`config.mk`:
```
export PLATFORM = sky130hd
export DESIGN_NAME = demux12_4_stream
export DESIGN_NICKNAME = d
export VERILOG_FILES = /design/src/rtl/demux12_4_stream.sv
export SDC_FILE = /design/constraint.sdc
export NUM_CORES = 1
export LEC_CHECK = 0
export BUFFER_PORTS_ARGS = -buffer_cell sky130_fd_sc_hd__buf_4
export CORE_MARGIN = 2
export CORE_UTILIZATION = 51
export CTS_BUF_LIST = sky130_fd_sc_hd__clkbuf_4
export CTS_CLUSTER_DIAMETER = 120
export DETAILED_ROUTE_END_ITERATION = 8
export PLACE_DENSITY = 0.81
export SYNTH_ARGS = -nofsm -noshare
export SYNTH_HDL_FRONTEND = slang
export SYNTH_SLANG_ARGS = --single-unit
```
`constraint.sdc`:
```
create_clock -name clk -period 1.6 [get_ports clk]
set_clock_uncertainty 0.15 [all_clocks]
set_input_delay 0.08 -clock clk [delete_from_list [all_inputs] [get_ports clk]]
set_output_delay 0.08 -clock clk [all_outputs]
set_load 0.03 [all_outputs]
```
`src/rtl/demux12_4_stream.sv`:
```
// Registered 1-to-2 stream demultiplexer: each input word is routed by s into a
// one-entry buffer on channel 0 or 1, with valid/ready on the input and both outputs.
module demux12_4_stream #(
  parameter int WIDTH = 4,
  parameter int CNT_W = 8
) (
  input  logic             clk,
  input  logic             rst,
  input  logic [WIDTH-1:0] w,
  input  logic             s,
  input  logic             v_in,
  output logic             r_in,
  output logic [WIDTH-1:0] y0,
  output logic             v0,
  input  logic             r0,
  output logic [WIDTH-1:0] y1,
  output logic             v1,
  input  logic             r1,
  output logic [CNT_W-1:0] cnt0,
  output logic [CNT_W-1:0] cnt1
);

  typedef enum logic {ST_EMPTY = 1'b0, ST_FULL = 1'b1} st_t;

  localparam int NUM_CH = 2;

  logic [NUM_CH-1:0]            w_rdy;
  logic [NUM_CH-1:0]            w_v;
  logic [NUM_CH-1:0]            w_ld;
  logic [NUM_CH-1:0][WIDTH-1:0] w_y;
  logic [NUM_CH-1:0][CNT_W-1:0] w_cnt;
  logic                         w_acc;

  assign w_rdy = {r1, r0};

  // Only the selected channel can stall the input; the other never blocks.
  assign r_in  = ~w_v[s] | w_rdy[s];
  assign w_acc = v_in & r_in;

  for (genvar g = 0; g < NUM_CH; g++) begin : g_ch
    st_t              r_st;
    logic [WIDTH-1:0] r_y;
    logic [CNT_W-1:0] r_cnt;

    assign w_ld[g]  = w_acc & (s == 1'(g));
    assign w_v[g]   = (r_st == ST_FULL);
    assign w_y[g]   = r_y;
    assign w_cnt[g] = r_cnt;

    always_ff @(posedge clk or posedge rst) begin
      if (rst) begin
        r_st  <= ST_EMPTY;
        r_y   <= '0;
        r_cnt <= '0;
      end else begin
        if (r_st == ST_EMPTY) begin
          if (w_ld[g]) begin
            r_st <= ST_FULL;
            r_y  <= w;
          end
        end else begin
          // A load into a FULL channel implies its ready was high: drain and reload.
          if (w_ld[g])
            r_y <= w;
          else if (w_rdy[g])
            r_st <= ST_EMPTY;
        end
        if (w_v[g] & w_rdy[g])
          r_cnt <= r_cnt + 1'b1;
      end
    end
  end

  assign y0   = w_y[0];
  assign v0   = w_v[0];
  assign cnt0 = w_cnt[0];
  assign y1   = w_y[1];
  assign v1   = w_v[1];
  assign cnt1 = w_cnt[1];

endmodule
```
==> results.yml <==
floorplan:
  num_io_pins: 37
  core_area_um2: 2000
  die_h_um: 50.7
  core.rowCount: 16
  die_x_um: 50.7
  start_util: 0.555
  die_area_um2: 2570
detailed_routing:
  avgRoutedWirePerCell_um: 13.6
  drc: 0
  num_vias: 788
  wl_um: 2210
  drt_iter0_markers: 5
  drtPass1Iterations: 2
  ant_nets: 0
  viasPerCell: 4.86
timing:
  fmax_ghz: 0.644
  finalHoldViolCount: 0
  tightest_slew_ps: 329
  hold_slack_ps: 68.1
  finalSetupTns_ps: 0
  max-slew-margin-rel: 0.781
  fin_crit_sh: 0.970
  setup_viol: 0
  period_needed_ps: 1550
  grt_setup_unrepaired: "no"
  drv_slew: 0
logic_synthesis:
  syn-instance-count: 85
  ys_warn_count: 0
  synth_area_per_cell_um2: 13.1
  synth_area_um2: 1110
  yosysSeqAreaShare: 0.586
  synth_seq_cells: 26
  synth_cell_types: 21
  syn_nets: 97
pwr:
  peakVddDrop_mv: 0.941
  powerDensity_nw_per_um2: 1450
  power_leakage_nw: 0.762
cts:
  numCtsBuffers: 3
  worst_setup_hold_path_clk_slew_ps: 130
  cts_root_buffer: "clkbuf_4"
  tritoncts: "done"
  numClockSinks: 26
  htreeDepth: 1
  clockBufferDepth: 2
  insertion_delay_ps: 310
setup_path:
  critPathSlowestCell: "dlygate4sd3_1"
  max_stage_delay_ps: 540
  rr_worst_depth: 3
  crit_family: "buffers and inverters"
  path_cells: "dlygate4sd3_1 -> buf_4 -> nand2b_4 -> mux2_2 -> buf_4"
  cp-start-kind: "input pin"
  cp_max_fo: 3
  required_ps: 1370
  crit_type: "input pin to output pin"
  worst_setup_path_end_kind: "output pin"
  path_common_cell: "buf_4"
  path_buf_inv: 3
  arrival_ps: 1320
  cp.depth: 5
global_route:
  grt_usage: 0.195
  grt_max_degree: 27
  grt_pass1_wl_um: 3720
  grt_pass1_vias: 816
  antenna_found_initial: 0
  grt-ovfl-total: 0
finish:
  diodes: 0
  syn2layout_area_growth_pct: 40.0
  drive_gt1_frac: 0.407
  nets: 149
  fillers: 140
run:
  maxCapViolCount: 0
hold_path:
  hold_depth: 4
  hp-class: "input pin to flop"
placement:
  port_buffers: 36
  hpwl_um: 1520
  gp_congestion: 0.780
status:
  status: "finished, final reports clean"
[cells by family (layout without fill, tap and decap cells)]
logic type               count (synthesis)  count (layout)  share of synthesized area
AND/OR/NAND/NOR                         28              28                      0.154
flip-flops                              26              26                      0.586
XOR/XNOR                                14              14                      0.110
multiplexers                            11              11                      0.111
buffers and inverters                    3              53                     0.0113
adder cells (fa/ha/maj)                  2               2                     0.0225
AO/OA/AOI/OAI                            1               1                    0.00450
[synthesized netlist by cell type, drive strengths merged]
library cell | instances | area share
buf | 1 | 0.0045
nor2b | 1 | 0.012
nor4 | 1 | 0.011
mux2 | 11 | 0.11
nor3b | 1 | 0.017
xnor2 | 8 | 0.063
xor2 | 6 | 0.047
ha | 2 | 0.023
nor2 | 2 | 0.0068
and3 | 2 | 0.011
nand2b | 2 | 0.011
dfrtp | 26 | 0.59
nand3 | 2 | 0.014
nor3 | 2 | 0.0090
nand4 | 4 | 0.023
and2 | 1 | 0.0056
nand2 | 10 | 0.034
inv | 2 | 0.0068
o21ai | 1 | 0.0045
[flip-flops by register name, summed over array words and instances, names as in the netlist]
register	cells
cnt0	8
cnt1	8
y0	4
y1	4
v0	1
v1	1
[final timing paths]
kind | slack (ps) | start | end
max in group asynchronous | 840 | rst | cnt0[2]$_DFFE_PP0P_
min reg2reg | 330 | cnt1[7]$_DFFE_PP0P_ | cnt1[7]$_DFFE_PP0P_
min in group asynchronous | 210 | rst | cnt1[4]$_DFFE_PP0P_
max reg2reg | 180 | v0$_DFF_PP0_ | y0[1]$_DFFE_PP0P_
min | 70 | r1 | cnt1[4]$_DFFE_PP0P_
max | 50 | r0 | r_in
[through the flow]
stage / util / power, mW / area [um2] / instances / setup WS (ps)
detailed placement: 0.708 / 1.98 / 1420 / 148 / 154
CTS: 0.769 / 2.27 / 1540 / 161 / 14.2
finish: 0.777 / 2.26 / 1560 / 162 / 48.0
global placement: 0.708 / 1.95 / 1420 / 148 / 240
global route: 0.777 / 2.39 / 1560 / 162 / 9.04
floorplan: - / 1.60 / 1110 / 85 / 113
[metal layers]
| layer | global-route usage | wire length, um | up-vias |
|---|---|---|---|
| li1 | - | - | 386 |
| met5 | 0 | 0 | - |
| met1 | 0.270 | 958 | 378 |
| met2 | 0.316 | 1140 | 24 |
| met4 | 0.0541 | 0 | 0 |
| met3 | 0.0357 | 110 | 0 |
[final cells by class]
cell class / instances / area, um2 / share of cell area
Timing Repair Buffer: 48 / 385 / 0.248
Multi-Input combinational cell: 56 / 455 / 0.293
Tap cell: 27 / 33.8 / 0.0217
Clock buffer: 3 / 22.5 / 0.0145
Inverter: 2 / 7.51 / 0.00483
Sequential cell: 26 / 651 / 0.418
[repair_timing]
item,in CTS,in global routing
endpoints found under the hold margin,39,0
hold buffers,10,0
setup endpoints to repair,0,1
setup buffers,0,1
gates resized for setup,0,1
[worst min-delay path, delay by kind of cell]
kind,cells,cell delay [ps]
xor gates and xnor gates,1,110
buffers and inverters,1,120
and+or+nand+nor,2,180
[where the power goes]
part           switching [mW]  total (mW)  leakage, nW  internal (mW)
clock                   0.179       0.266       0.0138         0.0879
sequential              0.185        1.01        0.324          0.828
combinational           0.564       0.976        0.423          0.412
[layout by cell type (no fill, tap or decap), types with 2 or more instances in the layout]
cell	netlist	final
buf_4	0	38
dfrtp_1	26	26
nand2_1	10	10
dlygate4sd3_1	0	10
mux2_2	9	9
xnor2_1	8	8
xor2_1	6	6
nand4_1	4	4
clkbuf_4	0	3
inv_1	2	2
mux2_1	2	2
and3_1	2	2
nor2_1	2	2
nor3_1	2	2
ha_1	2	2
(Power assumes the default switching activity.)
